## config.mk

```make
export PLATFORM = sky130hd
export DESIGN_NAME = alu_pipe
export DESIGN_NICKNAME = d
export VERILOG_FILES = /design/src/rtl/alu_pipe.sv
export SDC_FILE = /design/constraint.sdc
export NUM_CORES = 1
export LEC_CHECK = 0
export BUFFER_PORTS_ARGS = -buffer_cell sky130_fd_sc_hd__buf_2
export CAP_MARGIN = 10
export CORE_UTILIZATION = 38
export DETAILED_ROUTE_END_ITERATION = 10
export PLACE_DENSITY_LB_ADDON = 0.08
export SLEW_MARGIN = 20
export SYNTH_ARGS = -nofsm -noshare
export SYNTH_HDL_FRONTEND = slang
export SYNTH_SLANG_ARGS = --single-unit
export TNS_END_PERCENT = 50
```

## constraint.sdc

```tcl
create_clock -name clk -period 3.25 [get_ports clk]
set_input_delay 0.325 -clock clk [delete_from_list [all_inputs] [get_ports clk]]
set_output_delay 0.325 -clock clk [all_outputs]
set_load 0.02 [all_outputs]
```

## src/rtl/alu_pipe.sv

```systemverilog
// alu_pipe: registered ALU with valid/ready handshakes and Z/N/C/V flags.
// Optional iterative shift-add multiplier on opcode 10 when ALU_PIPE_MUL_EN is defined.
module alu_pipe #(
  parameter int WIDTH = 8
) (
  input  logic             clk,
  input  logic             rst_n,
  input  logic             in_valid,
  output logic             in_ready,
  input  logic [WIDTH-1:0] a,
  input  logic [WIDTH-1:0] b,
  input  logic [3:0]       sel,
  output logic             out_valid,
  input  logic             out_ready,
  output logic [WIDTH-1:0] result,
  output logic             z,
  output logic             n,
  output logic             c,
  output logic             v
);

  localparam int SHW = $clog2(WIDTH);

  localparam logic [3:0] OP_NOP   = 4'd0;
  localparam logic [3:0] OP_ADD   = 4'd1;
  localparam logic [3:0] OP_SUB   = 4'd2;
  localparam logic [3:0] OP_SHL   = 4'd3;
  localparam logic [3:0] OP_SHR   = 4'd4;
  localparam logic [3:0] OP_AND   = 4'd5;
  localparam logic [3:0] OP_OR    = 4'd6;
  localparam logic [3:0] OP_PASSB = 4'd7;
  localparam logic [3:0] OP_PASSA = 4'd8;
  localparam logic [3:0] OP_ONES  = 4'd9;
  localparam logic [3:0] OP_MUL   = 4'd10;
  localparam logic [3:0] OP_ASR   = 4'd11;
  localparam logic [3:0] OP_XOR   = 4'd12;

`ifdef ALU_PIPE_MUL_EN
  typedef enum logic [1:0] {IDLE = 2'd0, MUL = 2'd1, HOLD = 2'd2} state_t;
`else
  typedef enum logic [1:0] {IDLE = 2'd0, HOLD = 2'd2} state_t;
`endif

  // Returns {result, carry, overflow}; an in-range shift amount always fits in SHW bits.
  function automatic logic [WIDTH+1:0] alu_eval(input logic [WIDTH-1:0] op_a,
                                                input logic [WIDTH-1:0] op_b,
                                                input logic [3:0]       op);
    logic [WIDTH:0]   wide;
    logic [WIDTH-1:0] res;
    logic             cf;
    logic             vf;
    logic             big;
    wide = '0;
    res  = '0;
    cf   = 1'b0;
    vf   = 1'b0;
    big  = (op_b >= WIDTH'(WIDTH));
    case (op)
      OP_ADD: begin
        wide = {1'b0, op_a} + {1'b0, op_b};
        res  = wide[WIDTH-1:0];
        cf   = wide[WIDTH];
        vf   = (op_a[WIDTH-1] == op_b[WIDTH-1]) && (res[WIDTH-1] != op_a[WIDTH-1]);
      end
      OP_SUB: begin
        wide = {1'b0, op_a} - {1'b0, op_b};
        res  = wide[WIDTH-1:0];
        cf   = ~wide[WIDTH];
        vf   = (op_a[WIDTH-1] != op_b[WIDTH-1]) && (res[WIDTH-1] != op_a[WIDTH-1]);
      end
      OP_SHL: begin
        if (big) res = '0;
        else     res = op_a << op_b[SHW-1:0];
      end
      OP_SHR: begin
        if (big) res = '0;
        else     res = op_a >> op_b[SHW-1:0];
      end
      OP_ASR: begin
        if (big) res = {WIDTH{op_a[WIDTH-1]}};
        else     res = $unsigned($signed(op_a) >>> op_b[SHW-1:0]);
      end
      OP_AND:         res = op_a & op_b;
      OP_OR:          res = op_a | op_b;
      OP_PASSB:       res = op_b;
      OP_PASSA:       res = op_a;
      OP_ONES:        res = '1;
      OP_XOR:         res = op_a ^ op_b;
      OP_NOP, OP_MUL: res = '0;
      default:        res = '0;
    endcase
    return {res, cf, vf};
  endfunction

  state_t           state_r;
  logic             accept_s;
  logic             is_mul_s;
  logic             mul_done_s;
  logic [WIDTH-1:0] alu_res_s;
  logic             alu_c_s;
  logic             alu_v_s;
  logic [WIDTH-1:0] mul_res_s;
  logic             mul_v_s;

  assign in_ready = (state_r == IDLE) || ((state_r == HOLD) && out_ready);
  assign accept_s = in_valid && in_ready;

  // Single-cycle datapath evaluated on the live operands.
  always_comb begin
    {alu_res_s, alu_c_s, alu_v_s} = alu_eval(a, b, sel);
  end

`ifdef ALU_PIPE_MUL_EN
  logic [2*WIDTH-1:0] mcand_r;
  logic [2*WIDTH-1:0] acc_r;
  logic [2*WIDTH-1:0] acc_next_s;
  logic [WIDTH-1:0]   mplier_r;
  logic [SHW-1:0]     cnt_r;

  // Next partial product and completion detect for the shift-add loop.
  always_comb begin
    acc_next_s = acc_r + (mplier_r[0] ? mcand_r : '0);
    is_mul_s   = (sel == OP_MUL);
    mul_done_s = (state_r == MUL) && (cnt_r == SHW'(WIDTH - 1));
    mul_res_s  = acc_next_s[WIDTH-1:0];
    mul_v_s    = |acc_next_s[2*WIDTH-1:WIDTH];
  end

  // Multiplier operand/accumulator registers: one partial product per edge in MUL.
  always_ff @(posedge clk or negedge rst_n) begin
    if (!rst_n) begin
      mcand_r  <= '0;
      mplier_r <= '0;
      acc_r    <= '0;
      cnt_r    <= '0;
    end else if (accept_s && is_mul_s) begin
      mcand_r  <= {{WIDTH{1'b0}}, a};
      mplier_r <= b;
      acc_r    <= '0;
      cnt_r    <= '0;
    end else if (state_r == MUL) begin
      mcand_r  <= mcand_r << 1;
      mplier_r <= mplier_r >> 1;
      acc_r    <= acc_next_s;
      cnt_r    <= cnt_r + 1'b1;
    end else begin
      cnt_r    <= cnt_r;
    end
  end
`else
  // Without the multiplier, opcode 10 takes the single-cycle NOP path.
  always_comb begin
    is_mul_s   = 1'b0;
    mul_done_s = 1'b0;
    mul_res_s  = '0;
    mul_v_s    = 1'b0;
  end
`endif

  // Control FSM and registered result/flags; a HOLD drain and a new accept can share an edge.
  always_ff @(posedge clk or negedge rst_n) begin
    if (!rst_n) begin
      state_r   <= IDLE;
      out_valid <= 1'b0;
      result    <= '0;
      z         <= 1'b0;
      n         <= 1'b0;
      c         <= 1'b0;
      v         <= 1'b0;
    end else if (accept_s) begin
      if (is_mul_s) begin
`ifdef ALU_PIPE_MUL_EN
        state_r <= MUL;
`endif
        out_valid <= 1'b0;
      end else begin
        state_r   <= HOLD;
        out_valid <= 1'b1;
        result    <= alu_res_s;
        z         <= (alu_res_s == '0);
        n         <= alu_res_s[WIDTH-1];
        c         <= alu_c_s;
        v         <= alu_v_s;
      end
    end else if (mul_done_s) begin
      state_r   <= HOLD;
      out_valid <= 1'b1;
      result    <= mul_res_s;
      z         <= (mul_res_s == '0);
      n         <= mul_res_s[WIDTH-1];
      c         <= 1'b0;
      v         <= mul_v_s;
    end else if ((state_r == HOLD) && out_ready) begin
      state_r   <= IDLE;
      out_valid <= 1'b0;
    end else begin
      state_r   <= state_r;
    end
  end

endmodule

```

# ---- Yosys cells after proc, flatten, opt, wreduce, memory -nomap -nowiden
# Index checks and enable logic that the tools add are counted.
dict set report word_totals {
  input_bits 24
  reg_bits 15
}
dict set report classes {
  shift 3
  n_lt_le_gt_ge 1
  n_eq_ne 16
  n_bitwise 4
  n_addsub 2
  mux 10
  n_reduce_logical 8
}
# op n
set op_table {}
lappend op_table {{8-bit one-hot mux with 11 select lines} 1}
lappend op_table {{8-bit two-way mux} 3}
lappend op_table {{4-bit by 3-bit == test with 1-bit output, second input constant} 4}
lappend op_table {{4-bit == test, second input constant} 4}
lappend op_table {{8-bit by 8-bit adder with 9-bit output} 1}
lappend op_table {{8-bit by 8-bit subtractor with 9-bit output} 1}
lappend op_table {{8-bit bitwise AND} 1}
lappend op_table {{4-bit by 2-bit == test with 1-bit output, second input constant} 2}
lappend op_table {{8-bit by 4-bit greater-or-equal comparator with 1-bit output, second input constant} 1}
lappend op_table {{8-bit logical NOT} 1}
lappend op_table {{8-bit OR} 1}
lappend op_table {{8-bit by 3-bit << shifter with 8-bit output} 1}
lappend op_table {{8-bit by 3-bit right shift with 8-bit output} 1}
lappend op_table {{8-bit by 3-bit >>> shifter with 8-bit output} 1}
lappend op_table {{8-bit bitwise XOR} 1}
lappend op_table {{4-bit by 1-bit == test with 1-bit output, second input constant} 1}
lappend op_table {{1-bit logical AND} 4}
lappend op_table {{2-bit two-way mux} 2}
lappend op_table {{1-bit one-hot mux with 2 select lines} 2}
lappend op_table {{1-bit != test} 3}
lappend op_table {{2-bit == test, second input constant} 1}
lappend op_table {{2-bit logical NOT} 1}
lappend op_table {{1-bit two-way mux} 2}
lappend op_table {{2-bit nonzero test} 1}
lappend op_table {{other kinds (3)} 3}

# ---- Logic depth before layout (Yosys ltp)
# Gate-level depths: netlist of the first run.
dict set report depth {
  word_depth 5
  ltp_mapped 11
}

# ---- Worst setup path after synthesis of the first run
# No wires, ideal clock.
dict set report synth_path {
  kind {input to register}
  from {input port b[1]}
  to {register z}
  stages 10
  setup_time_ps 92
  setup_slack_ps 574
  arrival_time_ps 2584
  n_path_buf 1
  required_ps 3158
  path_cell_list {buf_2 inv_1 fa_1 xnor2_1 a221oi_1 nand4_1 a2111oi_0 nand2_1 or4_1 o31ai_2}
}
dict set report synth_via {
  elab_chain_len 4
  elab_cells_between_ends 14
  classes_between {add/sub: 2; order compare: 1; shift: 3; mux: 4; bitwise: 3; reduce/logical: 1}
}
# element line
set synth_rtl {}
lappend synth_rtl {{start: declaration} 11} ;# input logic [WIDTH-1:0] b,
lappend synth_rtl {{8-bit by 4-bit greater-or-equal comparator with 1-bit output, or another cell as far along} 57} ;# big = (op_b >= WIDTH'(WIDTH));
lappend synth_rtl {{8-bit two-way mux, on equally long branches} {80, 72, 76}}
lappend synth_rtl {{8-bit one-hot mux with 11 select lines (*)} 58} ;# case (op)
lappend synth_rtl {{8-bit logical NOT (*)} 180} ;# z <= (alu_res_s == '0);
lappend synth_rtl {{end signal: assignment} 180}
lappend synth_rtl {{end signal: assignment} 189} ;# z <= (mul_res_s == '0);
lappend synth_rtl {{end: declaration} 16} ;# output logic z,
# Every way passes the cells marked *; elsewhere a longest branch is shown, timed or not.
# A chain may end at the register's enable or synchronous reset.

# ---- Worst setup path in the final report of the first run
dict set report layout_path {
  from {input port b[0]}
  to {register z}
}
# The elaborated chain is that of the path after synthesis.

==> metrics.txt, run 1 <==
Synth async-reset ratio 100%; H-tree depth 1; CP max FO 5; Synth top area share 11.8%; top_reg_cell synth dfrtp_1; Comb power frac 58.9%; DRC viols 0; outcome completed; total CTS buffers 3; dpl hpwl 7310 um; clk buf depth 2; ant diodes 0; via/cell ratio 6.31; Internal Power 0.000433 W; PD cells 254 mW/mm^2; largest net degree at the start of global routing 28; switching pwr 0.000338 W; switching share of total power 43.9%; Final period util 85.8%; Die Height 85.6 um; count of warnings emitted by yosys 0; # port buffers 37; Syn Nets 393; min Tclk post-route 2.79 ns; routed len/inst 20.0 um; final setup TNS 0 ns; initial core utilization 39.3%; Final Util 44.9%; EDFF count, synth 0; Root Driver clkbuf_8; nets 435; syn_area_per_cell 7.76 um^2; FP Rows 30; post-synth top area cell ha_1; Yosys cell types 73; CTS clk-pin slew, worst paths 0.05 ns; Slew Limit Fails 0; Post-CTS Setup Inserts 0; worst path required time 3.40 ns; fmax 358 MHz; initial antenna violation count 0; unrepaired setup endpoints after global routing no; Min-Delay Path Class input pin to register; CTS tree done; clock power share 17.1%; vias 2913; #FFs+latches synth 12; Netlist Area Pre-Place 0.00265 mm^2; total grt overflow 0; share of cells above drive strength 1 21.7%; I/O Pins 38; register area share after synthesis 11.3%; Final ANT Viol Nets 0; Sink Count 12; total global-route track usage 26.1%; total power draw 0.000771 W; Clk Latency, worst-skew pair 0.24 ns; total wire length 9260 um; core footprint 0.00676 mm^2; type of element capturing the critical path register; VDD IR max 0.0948 mV; Post-Syn Instances 342; number of global-route vias before repair 2766; Die Area 0.00732 mm^2; Slew headroom 49.4%; Final Hold Fails 0; Die Wd 85.6 um; First-pass DRT Iterations 7; Leak 1.33 nW; largest cells by area after synthesis ha_1 (12%), dfrtp_1 (11%), mux4_2 (6.8%); Sequential Power Share 24.0%; Worst Skew 0.00128 ns; Critical Path AT 2.94 ns; Worst-Margin Slew 0.748 ns; DR iter-0 viols 316; CP startpoint kind input pin; Setup violations, final 0; first-pass GRT wire length 14900 um; Placer Congestion 0.973; Max Cap Viol 0; Syn-to-layout area delta 14.2%; CP Class input pin to register
[power groups by stage]
stage | clock [W] | sequential, W | combinational [W]
after floorplan | 0 | 0.000217 | 0.000268
after global placement | 0 | 0.000187 | 0.000447
after detailed placement | 0 | 0.000188 | 0.000444
after CTS | 0.000136 | 0.000185 | 0.000447
after global routing | 0.000142 | 0.000188 | 0.000494
final | 0.000132 | 0.000185 | 0.000454
[critical path, stage by stage]
cell and delay, ns:
buf_2 0.16, ha_1 0.21, inv_1 0.06, fa_1 0.39
xnor2_1 0.16, a221oi_1 0.29, nand4_1 0.16, a2111oi_1 0.46
nand2_1 0.11, or4_1 0.43, o31ai_2 0.19
[synth_stat cells, types with 3 or more instances]
cell type and count:
o31ai_1 5, mux4_2 8, buf_2 7, o21ai_1 3
nor4b_1 3, nand2_1 27, nor2_1 26, nand3_1 13
a21oi_1 25, o2111ai_1 3, nor4_1 4, o32ai_1 3
nand4_1 3, and3_1 3, nor4bb_1 3, xnor2_1 5
mux2i_1 8, mux2_1 5, nor3_1 8, o221ai_1 4
dfrtp_1 12, buf_4 3, clkbuf_1 8, o21ai_0 12
inv_1 28, mux2_2 3, o211ai_1 3, o22ai_1 3
nor3b_1 3, a221oi_1 6, nand2b_1 7, a31oi_1 5
nor2b_1 6, ha_1 25
[kinds of logic after synthesis]
family | Yosys count | share of synthesized area [%]
simple gates | 119 | 23.9
compound gates | 101 | 27.3
buf+inv | 52 | 8.68
fa+ha+maj | 28 | 13.7
mux | 24 | 13.2
flops | 12 | 11.3
xor+xnor | 6 | 1.98
[state kept, by name (all words and copies together) (netlist names)]
name / flops
z: 1
c: 1
v: 1
result: 8
state_r: 1
[area by class of cell]
| class | instances | area [um^2] |
|---|---|---|
| clock buffers | 3 | 41.3 |
| fillers | 719 | 3720 |
| inverters | 30 | 113 |
| multi-input cells | 278 | 2120 |
| flip-flops and latches | 12 | 300 |
| well taps | 80 | 100 |
| repair buffers | 59 | 353 |
[what timing repair did]
item,in CTS,in global routing
gates resized for setup,0,1
hold buffers,1,0
endpoints found under the setup margin,0,1
endpoints found under the hold margin,12,0
[path summary, 6_finish.rpt]
kind | start | end | slack, ns | cells after the start
max in group asynchronous | rst_n | result[4]$_DFFE_PN0P_ | 2.55 | 2
hold / removal | in_valid | result[4]$_DFFE_PN0P_ | 0.34 | 2
setup / recovery | b[0] | z$_DFFE_PN0P_ | 0.46 | 11
setup reg to reg | state_r[1]$_DFFE_PN0P_ | z$_DFFE_PN0P_ | 1.10 | 6
min in group asynchronous | rst_n | state_r[1]$_DFFE_PN0P_ | 0.49 | 2
hold reg to reg | result[1]$_DFFE_PN0P_ | result[1]$_DFFE_PN0P_ | 0.47 | 2
[layout by cell type, fill, tap and decap left out, types with 6 or more instances in the layout]
master / instances
o21ai_0: 12
buf_2: 37
dfrtp_1: 12
mux4_2: 8
mux2i_1: 8
a21oi_1: 25
nor3_1: 8
nand2_1: 27
a221oi_1: 6
inv_1: 28
ha_1: 25
nor2_1: 26
buf_4: 21
nand3_1: 13
nand2b_1: 7
nor2b_1: 6
[per-layer routing]
metal / vias to the layer above / GRT usage, % / wire [um]
li1: 1365 / - / -
met1: 1355 / 35.9 / 4080
met2: 162 / 41.7 / 4120
met3: 31 / 2.21 / 652
met4: 0 / 12.1 / 411
met5: - / 0 / 0
[stage by stage]
stage               setup WS (ns)  cells  hold slack [ns]  instance area (um^2)
floorplan                   0.574    342           0.0294                  2650
global placement            0.269    458            0.214                  2980
detailed placement          0.126    458            0.214                  2980
CTS                         0.356    462            0.341                  3030
global route                0.161    462            0.365                  3030
finish                      0.460    462            0.344                  3030
(Power assumes the default switching activity.)
==> inputs of run 2 (changes only) <==
--- a/config.mk
+++ b/config.mk
@@ -7,7 +7,7 @@
 export LEC_CHECK = 0
 export BUFFER_PORTS_ARGS = -buffer_cell sky130_fd_sc_hd__buf_2
 export CAP_MARGIN = 10
-export CORE_UTILIZATION = 38
+export CORE_UTILIZATION = 40
 export DETAILED_ROUTE_END_ITERATION = 10
 export PLACE_DENSITY_LB_ADDON = 0.08
 export SLEW_MARGIN = 20
==> run 2 against run 1 <==
Effect of this change: non-clock buffer count is 1 higher; largest power group unchanged; die area is 4.9% lower; core utilization grew 2.6 points; first-iteration DRC count increased by 7.0%; critical path depth unchanged; clock skew barely moved.
==> metrics.txt, run 2 (same netlist as run 1, synthesis figures left out) <==
outcome completed (unchanged); Worst R2R End z$_DFFE_PN0P_ (unchanged); Top Usage Layer GRT met2 (unchanged); CTS tree done (unchanged); Syn-to-layout area delta 14.3% (was 14.2%); initial antenna violation count 0 (unchanged); Worst Skew 0.000870 ns (was 0.00128 ns); total global-route track usage 27.8% (was 26.1%); fillers 674 (was 719); Max Cap Viol 0 (unchanged); Critical Path AT 3.03 ns (was 2.94 ns); r2r setup slk 1.05 ns (was 1.10 ns); Final ANT Viol Nets 0 (unchanged); VDD IR max 0.254 mV (was 0.0948 mV); # port buffers 37 (unchanged); ant diodes 0 (unchanged); First-pass DRT Iterations 5 (was 7); Final period util 88.8% (was 85.8%); share of cells above drive strength 1 21.9% (was 21.7%); CTS resizes 0 (unchanged); met1 Use GR 39.8% (was 35.9%); clk buf depth 2 (unchanged); Slew Limit Fails 0 (unchanged); most flop-heavy register result (unchanged); Placer Congestion 0.984 (was 0.973); PD cells 254 mW/mm^2 (about the same); CTS clk-pin slew, worst paths 0.05 ns (about the same); via/cell ratio 6.42 (was 6.31); met3 Use GR 3.76% (was 2.21%); Setup violations, final 0 (unchanged); Internal Power 0.000433 W (about the same); DR iter-0 viols 338 (was 316); Final Hold Fails 0 (unchanged); routed len/inst 20.6 um (was 20.0 um); I/O Pins 38 (unchanged); Final Util 47.5% (was 44.9%); unrepaired setup endpoints after global routing no (unchanged); initial core utilization 41.6% (was 39.3%); Min-Delay Path Class input pin to register (unchanged); R2R depth 6 (unchanged); Clk Latency, worst-skew pair 0.23 ns (was 0.24 ns); type of element capturing the critical path register (unchanged); commonest non-fill, non-tap cell in the layout buf_2 (unchanged); Die Area 0.00696 mm^2 (was 0.00732 mm^2); Layout Cells excl Fill 460 (was 462); Root Driver clkbuf_8 (unchanged); H-tree depth 1 (unchanged); Slew headroom 50.9% (was 49.4%); max FFs per register 8 (unchanged); Worst-Margin Slew 0.718 ns (was 0.748 ns); nets 436 (was 435); Comb power frac 59.1% (was 58.9%); final setup TNS 0 ns (unchanged); Sequential Power Share 24.1% (was 24.0%); hold_buf cts 1 (unchanged); Sink Count 12 (unchanged); Reg-to-Reg Start state_r[1]$_DFFE_PN0P_ (unchanged); switching share of total power 43.8% (was 43.9%); Die Height 83.5 um (was 85.6 um); CP startpoint kind input pin (unchanged); Leak 1.34 nW (was 1.33 nW); total wire length 9500 um (was 9260 um); CP Class input pin to register (unchanged); Die Wd 83.5 um (was 85.6 um); worst path required time 3.40 ns (about the same); WHS Path Cells 2 (unchanged); first-pass GRT wire length 15200 um (was 14900 um); commonest cells after routing, fill and taps aside buf_2 (37), inv_1 (28), nand2_1 (27) (unchanged); switching pwr 0.000337 W (was 0.000338 W); min Tclk post-route 2.89 ns (was 2.79 ns); total grt overflow 0 (unchanged); clock power share 16.8% (was 17.1%); number of global-route vias before repair 2739 (was 2766); total CTS buffers 3 (unchanged); FP Rows 29 (was 30); Post-CTS Setup Inserts 0 (unchanged); CP max FO 8 (was 5); DRC viols 0 (unchanged); placed cells 456 (was 458); dpl hpwl 7430 um (was 7310 um); core footprint 0.00639 mm^2 (was 0.00676 mm^2); met2 Usage GRT 42.2% (was 41.7%); vias 2955 (was 2913); largest net degree at the start of global routing 28 (unchanged); fmax 347 MHz (was 358 MHz); Hold Crit Start in_valid (unchanged); hold endpoint result[4]$_DFFE_PN0P_ (unchanged)
[run 2: metrics by stage]
step           power, W  worst slack (ns)  instance area (um^2)  hold slack [ns]
2_1_floorplan  0.000486             0.574                  2650           0.0294
3_3_place_gp   0.000638             0.276                  2980            0.215
5_1_grt        0.000822             0.164                  3030            0.350
3_5_place_dp   0.000632             0.163                  2980            0.216
6_report       0.000770             0.364                  3030            0.345
4_1_cts        0.000767             0.398                  3030            0.343
[run 2: power by group through the flow]
stage                     Sequential (W)  Combinational (W)  Clock, W
final                           0.000185           0.000455  0.000130
after global routing            0.000188           0.000491  0.000143
after CTS                       0.000185           0.000448  0.000133
after detailed placement        0.000188           0.000444         0
after global placement          0.000187           0.000451         0
after floorplan                 0.000217           0.000268         0
[run 2: worst max path at each step]
stage / start / to / slack, ns / depth (start not counted)
global placement: b[0] / z$_DFFE_PN0P_ / 0.28 / 11
global route: b[0] / z$_DFFE_PN0P_ / 0.16 / 11
finish: b[0] / z$_DFFE_PN0P_ / 0.36 / 11
detailed placement: b[0] / z$_DFFE_PN0P_ / 0.16 / 11
CTS: b[0] / z$_DFFE_PN0P_ / 0.40 / 11
floorplan: b[1] / z$_DFFE_PN0P_ / 0.57 / 10
[run 2: layout make-up]
cell class / instances / area, um^2 / share of cell area (%)
Clock buffer: 3 / 41.3 / 1.36
Inverter: 30 / 113 / 3.71
Multi-Input combinational cell: 278 / 2120 / 70.0
Sequential cell: 12 / 300 / 9.90
Tap cell: 77 / 96.3 / 3.18
Timing Repair Buffer: 60 / 360 / 11.9
[run 2: layer usage]
| layer | vias up | wire length (um) | share of wire [%] |
|---|---|---|---|
| li1 | 1366 | - | - |
| met1 | 1394 | 4260 | 45 |
| met2 | 169 | 4080 | 43 |
| met3 | 26 | 796 | 8.4 |
| met4 | 0 | 351 | 3.7 |
| met5 | - | 0 | 0 |
[run 2: critical path, cell delays in order]
cell and delay, ns:
buf_2 0.19, ha_1 0.22, inv_1 0.06, fa_1 0.40
xnor2_1 0.15, a221oi_1 0.27, nand4_1 0.13, a2111oi_0 0.59
nand2_1 0.09, or4_1 0.43, o31ai_2 0.18
